==> config.mk <==
export PLATFORM = sky130hd
export DESIGN_NAME = spi_main
export DESIGN_NICKNAME = d
export VERILOG_FILES = /design/src/rtl/spi_pkg.sv /design/src/rtl/spi_shift44.sv /design/src/rtl/spi_main.sv
export SDC_FILE = /design/constraint.sdc
export NUM_CORES = 1
export LEC_CHECK = 0
export BUFFER_PORTS_ARGS = -buffer_cell sky130_fd_sc_hd__buf_2
export CORE_MARGIN = 2
export CORE_UTILIZATION = 45
export CTS_CLUSTER_DIAMETER = 120
export DETAILED_ROUTE_END_ITERATION = 7
export PLACE_DENSITY_LB_ADDON = 0.12
export SETUP_SLACK_MARGIN = 0.15
export SKIP_CTS_REPAIR_TIMING = 1
export SLEW_MARGIN = 20
export SYNTH_ARGS = -nofsm -noshare
export SYNTH_HDL_FRONTEND = slang
export SYNTH_SLANG_ARGS = --single-unit
==> constraint.sdc <==
create_clock -name sclk -period 4.6 [get_ports sclk]
set_input_delay 0.23 -clock sclk [delete_from_list [all_inputs] [get_ports sclk]]
set_output_delay 0.23 -clock sclk [all_outputs]
set_load 0.01 [all_outputs]
==> src/rtl/spi_pkg.sv <==
// Shared types and constants for the 44-bit lab SPI protocol.
// Frame layout (MSB first): {op[1:0], addr[9:0], data[31:0]}.
package spi_pkg;

  localparam int FRAME_W = 44;
  localparam int ADDR_W  = 10;
  localparam int DATA_W  = 32;

  typedef logic [1:0] spi_op_t;

  localparam spi_op_t OP_READ  = 2'b00;
  localparam spi_op_t OP_WRITE = 2'b01;

  typedef struct packed {
    spi_op_t             op;
    logic [ADDR_W-1:0]   addr;
    logic [DATA_W-1:0]   data;
  } spi_frame_t;

  typedef enum logic [2:0] {
    ST_IDLE,
    ST_SEND,
    ST_TURN,
    ST_RECV,
    ST_GAP
  } spi_main_state_e;

endpackage

==> src/rtl/spi_shift44.sv <==
// Combined tx/rx shift register for one SPI frame plus a 6-bit phase counter.
// The same register shifts the request out (MSB first) and the response in.
module spi_shift44
  import spi_pkg::*;
(
  input  logic               sclk,
  input  logic               rst_n,
  input  logic               load,
  input  logic [FRAME_W-1:0] load_val,
  input  logic               shift_en,
  input  logic               din,
  input  logic               cnt_load,
  input  logic [5:0]         cnt_init,
  input  logic               cnt_dec,
  output logic [FRAME_W-1:0] q,
  output logic [5:0]         cnt
);

  // Frame register: parallel load on handshake, shift left inserting miso otherwise.
  always_ff @(posedge sclk) begin
    if (load) begin
      q <= load_val;
    end else if (shift_en) begin
      q <= {q[FRAME_W-2:0], din};
    end
  end

  // Phase counter: reloaded at each state entry, counts down to zero.
  always_ff @(posedge sclk or negedge rst_n) begin
    if (!rst_n) begin
      cnt <= '0;
    end else if (cnt_load) begin
      cnt <= cnt_init;
    end else if (cnt_dec) begin
      cnt <= cnt - 6'd1;
    end
  end

endmodule

==> src/rtl/spi_main.sv <==
// SPI main (initiator) for the 44-bit lab protocol.
// IDLE -> SEND (44 bits) -> TURN -> RECV (44 bits) -> completion -> GAP -> IDLE.
// Optional build macro SPI_MAIN_CHECK_EN: flags header/write-echo mismatches on rsp_err.
module spi_main
  import spi_pkg::*;
#(
  parameter int TURN_CYCLES = 2,
  parameter int GAP_CYCLES  = 2
) (
  input  logic                sclk,
  input  logic                rst_n,
  input  logic                req_valid,
  output logic                req_ready,
  input  logic [1:0]          req_op,
  input  logic [ADDR_W-1:0]   req_addr,
  input  logic [DATA_W-1:0]   req_wdata,
  output logic                rsp_valid,
  output logic [FRAME_W-1:0]  rsp_frame,
  output logic [DATA_W-1:0]   rsp_rdata,
  output logic                rsp_err,
  output logic                busy,
  output logic                cs_n,
  output logic                mosi,
  input  logic                miso
);

  // TURN spans TURN_CYCLES-1 cycles in its own state; the SEND exit edge counts as the first.
  localparam logic [5:0] SEND_LOAD = 6'(FRAME_W - 1);
  localparam logic [5:0] RECV_LOAD = 6'(FRAME_W);
  localparam logic [5:0] TURN_LOAD = 6'((TURN_CYCLES > 1) ? (TURN_CYCLES - 2) : 0);
  localparam logic [5:0] GAP_LOAD  = 6'(GAP_CYCLES - 1);

  spi_main_state_e    state, state_nxt;
  spi_frame_t         req_frame;
  logic               load, shift_en, cnt_load, cnt_dec, done;
  logic [5:0]         cnt_init, cnt;
  logic [FRAME_W-1:0] shreg;

  assign req_frame = '{op: spi_op_t'(req_op), addr: req_addr, data: req_wdata};
  assign req_ready = rst_n && (state == ST_IDLE);
  assign busy      = (state != ST_IDLE);
  assign rsp_rdata = rsp_frame[DATA_W-1:0];

  spi_shift44 u_shift (
    .sclk     (sclk),
    .rst_n    (rst_n),
    .load     (load),
    .load_val (req_frame),
    .shift_en (shift_en),
    .din      (miso),
    .cnt_load (cnt_load),
    .cnt_init (cnt_init),
    .cnt_dec  (cnt_dec),
    .q        (shreg),
    .cnt      (cnt)
  );

  // State register.
  always_ff @(posedge sclk or negedge rst_n) begin
    if (!rst_n) begin
      state <= ST_IDLE;
    end else begin
      state <= state_nxt;
    end
  end

  // Next-state and datapath control; in RECV the counter runs 44..1 while sampling, 0 is completion.
  always_comb begin
    state_nxt = state;
    load      = 1'b0;
    shift_en  = 1'b0;
    cnt_load  = 1'b0;
    cnt_init  = '0;
    cnt_dec   = 1'b0;
    done      = 1'b0;
    unique case (state)
      ST_IDLE: begin
        if (req_valid) begin
          state_nxt = ST_SEND;
          load      = 1'b1;
          cnt_load  = 1'b1;
          cnt_init  = SEND_LOAD;
        end
      end
      ST_SEND: begin
        shift_en = 1'b1;
        if (cnt == '0) begin
          cnt_load = 1'b1;
          if (TURN_CYCLES > 1) begin
            state_nxt = ST_TURN;
            cnt_init  = TURN_LOAD;
          end else begin
            state_nxt = ST_RECV;
            cnt_init  = RECV_LOAD;
          end
        end else begin
          cnt_dec = 1'b1;
        end
      end
      ST_TURN: begin
        if (cnt == '0) begin
          state_nxt = ST_RECV;
          cnt_load  = 1'b1;
          cnt_init  = RECV_LOAD;
        end else begin
          cnt_dec = 1'b1;
        end
      end
      ST_RECV: begin
        if (cnt == '0) begin
          state_nxt = ST_GAP;
          done      = 1'b1;
          cnt_load  = 1'b1;
          cnt_init  = GAP_LOAD;
        end else begin
          shift_en = 1'b1;
          cnt_dec  = 1'b1;
        end
      end
      ST_GAP: begin
        if (cnt == '0) begin
          state_nxt = ST_IDLE;
        end else begin
          cnt_dec = 1'b1;
        end
      end
      default: state_nxt = ST_IDLE;
    endcase
  end

  // mosi launches on the falling edge so the sub sees a stable bit at the next rising edge.
  always_ff @(negedge sclk or negedge rst_n) begin
    if (!rst_n) begin
      mosi <= 1'b0;
    end else begin
      mosi <= (state == ST_SEND) ? shreg[FRAME_W-1] : 1'b0;
    end
  end

  // Chip select and response strobe/capture.
  always_ff @(posedge sclk or negedge rst_n) begin
    if (!rst_n) begin
      cs_n      <= 1'b1;
      rsp_valid <= 1'b0;
      rsp_frame <= '0;
    end else begin
      rsp_valid <= done;
      if (load) begin
        cs_n <= 1'b0;
      end
      if (done) begin
        cs_n      <= 1'b1;
        rsp_frame <= shreg;
      end
    end
  end

`ifdef SPI_MAIN_CHECK_EN
  spi_frame_t sent_q;
  spi_frame_t rx_f;
  logic       err_q;

  assign rx_f    = spi_frame_t'(shreg);
  assign rsp_err = err_q;

  // Copy of the transmitted frame, kept for the echo comparison.
  always_ff @(posedge sclk) begin
    if (load) begin
      sent_q <= req_frame;
    end
  end

  // Echo check: header must match; write data must also match for writes.
  always_ff @(posedge sclk or negedge rst_n) begin
    if (!rst_n) begin
      err_q <= 1'b0;
    end else if (done) begin
      err_q <= (rx_f.op != sent_q.op) || (rx_f.addr != sent_q.addr) ||
               ((sent_q.op == OP_WRITE) && (rx_f.data != sent_q.data));
    end
  end
`else
  assign rsp_err = 1'b0;
`endif

endmodule

### Word-level counts from Yosys, hierarchy flattened

Cells that the tools add are included.

* $add $sub $neg: 1
* multipliers: 0
* div/mod/pow operators: 0
* order comparisons: 0
* equality and inequality tests: 9
* shift operators: 0
* multiplexer cells: 25
* bitwise gates (word level): 0
* reductions and logical operators: 10

Operators by type and width (number)
* 44-bit two-way mux: 2
* 6-bit two-way mux: 4
* 6-bit case mux with 3 select lines: 1
* 3-bit two-way mux: 5
* 3-bit case mux with 5 select lines: 1
* 1-bit two-way mux: 10
* 2-bit != test, second input constant: 5
* 3-bit by 2-bit == test with 1-bit output, second input constant: 2
* 6-bit zero test: 1
* 2-bit nonzero test: 3
* 6-bit by 1-bit subtractor with 6-bit output, second input constant: 1
* 5-bit AND reduction: 1
* 1-bit case mux with 2 select lines: 2
* 4-bit OR reduction: 1
* 3-bit by 1-bit == test with 1-bit output, second input constant: 1
* 3-bit == test, second input constant: 1
* 3-bit zero test: 1
* 3-bit nonzero test: 1
* 3-bit OR reduction: 1
* 1-bit logical AND: 1

* register bits: 100
* bits in latches: 0
* memory bits (writable): 0
* memory bits (read-only): 0
* bits of input ports: 48
* output and inout bits: 82
* word-level logic and storage cells: 52
* memories kept: 0

### Logic depth before layout (Yosys ltp)

Gate-level depths: netlist of the first run.

* word-level depth: 5
* gate-level depth with buffers: 7
* mapped depth without buffers: 6

### Hierarchy

Synthesis of the first run repeated with hierarchy kept, for this count alone.

* cells, all modules: 302
* area total of the unflattened synthesis: 4643.2 um^2

Modules (own cells, without submodules)
* spi_main: times used 1, cells an instance 172, area each 2443.6 um^2, seq. area each 1252.5 um^2
* spi_shift44: times used 1, cells an instance 130, area each 2199.6 um^2, seq. area each 1471.4 um^2

==> results of run 1 <==
## power by group through the flow
stage	Sequential [W]	Combinational, W	Clock, W
2_1_floorplan	0.00160	0.000650	0
3_3_place_gp	0.00160	0.000875	0
3_5_place_dp	0.00161	0.000887	0
4_1_cts	0.00160	0.000890	0.000548
5_1_grt	0.00165	0.000970	0.000588
6_report	0.00159	0.000875	0.000529
## kinds of logic after synthesis
group                    after synthesis
multiplexers                          89
AND/OR/NAND/NOR                       49
other                                  1
AO/OA/AOI/OAI                         27
XOR/XNOR                               1
adder cells (fa/ha/maj)                2
buffers and inverters                 53
flip-flops                           100
## state kept, by name (all words and copies together), names as in the netlist
signal / cells
cs_n: 1
mosi: 1
rsp_frame: 44
rsp_valid: 1
state: 3
u_shift.cnt: 6
u_shift.q: 44
## per-stage QoR
stage | util | setup slack (ps)
floorplan | - | 1210
global placement | 0.519 | 1460
detailed placement | 0.519 | 1430
CTS | 0.537 | 1210
global route | 0.537 | 1170
finish | 0.537 | 1230
## layout make-up
cell class / count / area (sq um)
clock inverters: 3 / 21.3
repair buffers: 133 / 691
fillers: 870 / 4560
flip-flops and latches: 100 / 2720
well taps: 133 / 166
multi-input cells: 169 / 1520
inverters: 5 / 18.8
clock buffers: 13 / 159
## path summary, 6_finish.rpt
path / start / to / depth (start not counted)
hold reg to reg: rsp_frame[39]$_DFFE_PN0P_ / rsp_frame[39]$_DFFE_PN0P_ / 1
max in group asynchronous: rst_n / mosi$_DFF_NN0_ / 1
hold / removal: rst_n / u_shift.cnt[5]$_DFFE_PN0P_ / 2
setup / recovery: mosi$_DFF_NN0_ / mosi / 1
min in group sclk: req_wdata[4] / u_shift.q[4]$_DFFE_PP_ / 2
setup reg to reg: state[0]$_DFFE_PN0P_ / mosi$_DFF_NN0_ / 2
## worst register-to-register path, stage by stage (launching register included)
cell and delay, ps:
dfrtp_1 500, nand2b_1 170, nor3b_1 70
## layout by cell type, fill, tap and decap left out, types with 3 or more instances in the layout
cell type and count:
a211oi_1 3, a21o_1 3, a21oi_1 6, a31oi_1 3
buf_2 128, buf_4 4, clkbuf_8 11, dfrtp_1 54
edfxtp_1 44, inv_1 4, mux2_1 3, mux2_2 85
nand2_1 7, nand2b_1 4, nand3_1 4, nor2_1 7
nor3_1 7, o22ai_1 3
## metal layers
layer | vias up | wire length, microns
met2 | 117 | 4030
met3 | 9 | 637
met5 | - | 0
met1 | 1325 | 4030
met4 | 0 | 115
li1 | 1334 | -
==> results.py, run 1 <==
metrics = {
    "yosys": {
        "ys.warnings.count": 0,
        "synth_adder_area_share": 0.00543,
        "synth_seq_cells": 100,
        "synth_simple_gate_area_share": 0.0638,
        "yosysSeqAreaShare": 0.591,
        "ys_types": 48,
        "synth_top_area_share": 0.293,
        "syn_area_sq_um": 4610,
        "synth_cells": 322,
        "synthMuxAreaShare": 0.217,
        "synth-xor-area-share": 0.00190,
        "synth.most_common_cell": "mux2_2",
        "async_reset_ff_frac": 0.560,
        "synth_top_family_by_area": "multiplexers",
        "synth_compound_area_frac": 0.0391,
        "synth-edff-count": 44,
        "synth_area_leaders": "dfrtp_1, edfxtp_1, mux2_2",
        "syn-num-nets": 372,
        "synth_commonest_cells": "mux2_2, dfrtp_1, edfxtp_1",
        "synth_flop_cell": "dfrtp_1",
        "yosysTopAreaCell": "dfrtp_1",
        "avgSynthCellArea_sq_um": 14.3,
    },
    "die": {
        "die-area_sq_um": 11100,
        "start_util": 0.468,
        "rows": 36,
        "core_area_sq_um": 9860,
        "die_w_microns": 105,
        "io_pins": 130,
        "die_h_microns": 105,
    },
    "worst_setup_path": {
        "regToRegSetupSlack_ps": 1390,
        "slowest_delay_ps": 380,
        "crit_path_end_kind": "output pin",
        "critPathBufInv": 1,
        "worst_path_max_delay_cell": "dfrtn_1",
        "cp_top_family": "flip-flops",
        "cp_data_arrival_time_ps": 3140,
        "required_ps": 4370,
        "worst-path-max-fanout": 1,
        "critPathLaunchType": "register",
        "path_cells": "buf_2",
        "crit_type": "register to output pin",
    },
    "detailed_routing": {
        "wl_per_cell_microns": 15.8,
        "drtIter0Drc": 74,
        "drtAntennaViolNets": 0,
        "drc": 0,
        "wl_mm": 8.81,
        "vias": 2785,
        "via_per_inst": 5.01,
        "first_pass_iters": 6,
    },
    "sta": {
        "clock_skew_ps": 16.3,
        "relSlewSlack": 0.358,
        "hold_viol": 0,
        "finalSetupViolations": 0,
        "worst_slew_pin_slew_ps": 959,
        "maxSlewViolCount": 0,
        "whs_ps": 59.0,
        "tns_ps": 0,
        "rsz0062_at_grt": "no",
    },
    "power": {
        "power_w": 0.00299,
        "power_frac_seq": 0.531,
        "p_leak_nw": 2.55,
        "power_frac_comb": 0.292,
        "ir_drop_mv": 0.236,
        "p_sw_frac": 0.312,
        "clkPwrFrac": 0.177,
        "p_int_w": 0.00206,
        "powerDensity_nw_per_um2": 565,
        "p_sw_w": 0.000935,
    },
    "layout": {
        "final_area_sq_um": 5300,
        "drive_gt1_frac": 0.570,
        "final_cells": 556,
        "antenna_cells": 0,
        "nNetsFinal": 468,
        "area_delta_synth_final_pct": 14.9,
    },
    "global_routing": {
        "met3_usage": 0.0414,
        "grtUsageTotal": 0.166,
        "busiest_layer": "met2",
        "grt_max_degree": 57,
        "met1_usage": 0.235,
        "grt_pass1_vias": 2723,
        "overflow": 0,
        "gr-usage-met2": 0.247,
        "grt_pass1_wl_mm": 14.4,
        "antenna_found_initial": 0,
    },
    "clock_network": {
        "clockRootBuffer": "clkbuf_8",
        "clk_path_buf_depth": 2,
        "cts_tree": "yes",
        "clock-sinks": 100,
        "clk_latency_ps": 350,
        "clk_pin_slew_ps": 90,
        "cts_buffers": 9,
        "htreeDepth": 3,
    },
    "run_status": {
        "outcome": "finished clean",
    },
    "flow_run": {
        "max_cap_viol_count": 0,
    },
    "placed_design": {
        "dp.cells": 540,
        "hpwl_mm": 5.89,
        "placed_cell_area_sq_um": 5120,
        "gp_congestion": 0.907,
        "place.port_buffers": 128,
    },
    "worst_hold_path": {
        "holdCritPathClass": "input pin to asynchronous set/reset pin",
    },
}
(Power assumes the default switching activity.)
==> inputs of run 2 (changes only) <==
clock period = 2.8 ns   (was 4.6 ns; I/O delays follow)
==> results.py, run 2 (synthesis gave the netlist of run 1 again) <==
metrics = {
    "sta": {
        "maxSlewViolCount": 0,
        "relSlewSlack": 0.499,
        "whs_ps": -50.5,
        "finalSetupViolations": 0,
        "rsz0062_at_grt": "no",
        "tns_ps": 0,
        "clock_skew_ps": 17.1,
        "worst_slew_pin_slew_ps": 751,
        "hold_viol": 54,
    },
    "clock_network": {
        "clk_pin_slew_ps": 90,
        "clk_path_buf_depth": 2,
        "cts_buffers": 9,
        "clockRootBuffer": "clkbuf_8",
        "htreeDepth": 3,
        "clk_latency_ps": 360,
        "clock-sinks": 100,
        "cts_tree": "yes",
    },
    "die": {
        "rows": 36,
        "start_util": 0.468,
        "die_h_microns": 105,
        "die_w_microns": 105,
        "die-area_sq_um": 11100,
        "io_pins": 130,
        "core_area_sq_um": 9860,
    },
    "global_routing": {
        "antenna_found_initial": 0,
        "overflow": 0,
        "grt_pass1_wl_mm": 14.1,
        "grt_pass1_vias": 2749,
        "grtUsageTotal": 0.163,
        "grt_max_degree": 57,
    },
    "power": {
        "ir_drop_mv": 0.399,
        "p_sw_frac": 0.306,
        "p_int_w": 0.00347,
        "power_frac_comb": 0.290,
        "powerDensity_nw_per_um2": 936,
        "p_leak_nw": 2.57,
        "p_sw_w": 0.00153,
        "power_w": 0.00501,
        "clkPwrFrac": 0.186,
        "power_frac_seq": 0.523,
    },
    "layout": {
        "final_common_cell": "buf_2",
        "drive_gt1_frac": 0.573,
        "mostFrequentLayoutCells": "buf_2, mux2_2, dfrtp_1, edfxtp_1, clkbuf_8",
        "antenna_cells": 0,
        "nNetsFinal": 470,
        "reg_top3": "rsp_frame (44), u_shift.q (44), u_shift.cnt (6)",
        "num-fill-cells": 832,
        "ff_latch_area_sq_um": 2720,
        "multi_input_area_sq_um": 1520,
        "area_delta_synth_final_pct": 16.0,
        "postLayoutCoreUtil": 0.542,
    },
    "placed_design": {
        "place.port_buffers": 128,
        "gp_congestion": 0.849,
        "hpwl_mm": 5.98,
    },
    "detailed_routing": {
        "drtIter0Drc": 97,
        "vias": 2803,
        "wl_mm": 8.87,
        "drc": 0,
        "wl_per_cell_microns": 15.9,
        "drtAntennaViolNets": 0,
        "first_pass_iters": 4,
        "via_per_inst": 5.03,
    },
    "worst_setup_path": {
        "crit_path_end_kind": "output pin",
        "critPathLaunchType": "register",
        "worst_path_max_delay_cell": "dfrtn_1",
        "worst-path-max-fanout": 1,
        "slowest_delay_ps": 390,
        "path_cells": "buf_2",
        "critPathBufInv": 1,
        "crit_type": "register to output pin",
        "cp_top_family": "flip-flops",
        "cp_data_arrival_time_ps": 2250,
        "required_ps": 2660,
    },
    "worst_hold_path": {
        "holdCritPathClass": "input pin to asynchronous set/reset pin",
    },
    "run_status": {
        "outcome": "finished with violations",
        "violations": "hold timing",
    },
    "flow_run": {
        "max_cap_viol_count": 0,
    },
}
run 2: power groups by stage:
stage,registers (W),clock network (W),logic (W)
finish,0.00262,0.000933,0.00145
CTS,0.00263,0.000972,0.00148
global route,0.00271,0.00103,0.00159
global placement,0.00265,0,0.00145
detailed placement,0.00265,0,0.00148
floorplan,0.00262,0,0.00107
run 2: final timing paths:
kind	startpoint	to	slack (ps)	cells after the start
min in group sclk	req_wdata[4]	u_shift.q[4]$_DFFE_PP_	70	2
worst min register to register	rsp_frame[40]$_DFFE_PN0P_	rsp_frame[40]$_DFFE_PN0P_	500	1
worst min-delay path	rst_n	state[0]$_DFFE_PN0P_	-50	2
worst max register to register	state[0]$_DFFE_PN0P_	mosi$_DFF_NN0_	490	2
worst max-delay path	mosi$_DFF_NN0_	mosi	410	1
max in group asynchronous	rst_n	mosi$_DFF_NN0_	1830	1
run 2: through the flow:
stage,std cells,area (sq um),worst slack [ps],hold WS [ps]
CTS,557,5350,375,-28.5
floorplan,322,4610,152,-156
finish,557,5350,407,-50.5
global placement,542,5150,528,382
global route,557,5350,367,2.96
detailed placement,542,5150,516,380
run 2: area by class of cell:
class / instances / share of cell area
clock inverters: 4 / 0.00912
flip-flops and latches: 100 / 0.509
well taps: 133 / 0.0311
inverters: 5 / 0.00351
clock buffers: 11 / 0.0283
multi-input cells: 169 / 0.284
repair buffers: 135 / 0.134
run 2: metal layers:
metal,wire (microns),GRT usage,up-vias
met1,3980,0.214,1360
li1,-,-,1338
met3,626,0.0526,7
met2,4180,0.257,98
met4,80,0.0505,0
met5,0,0,-
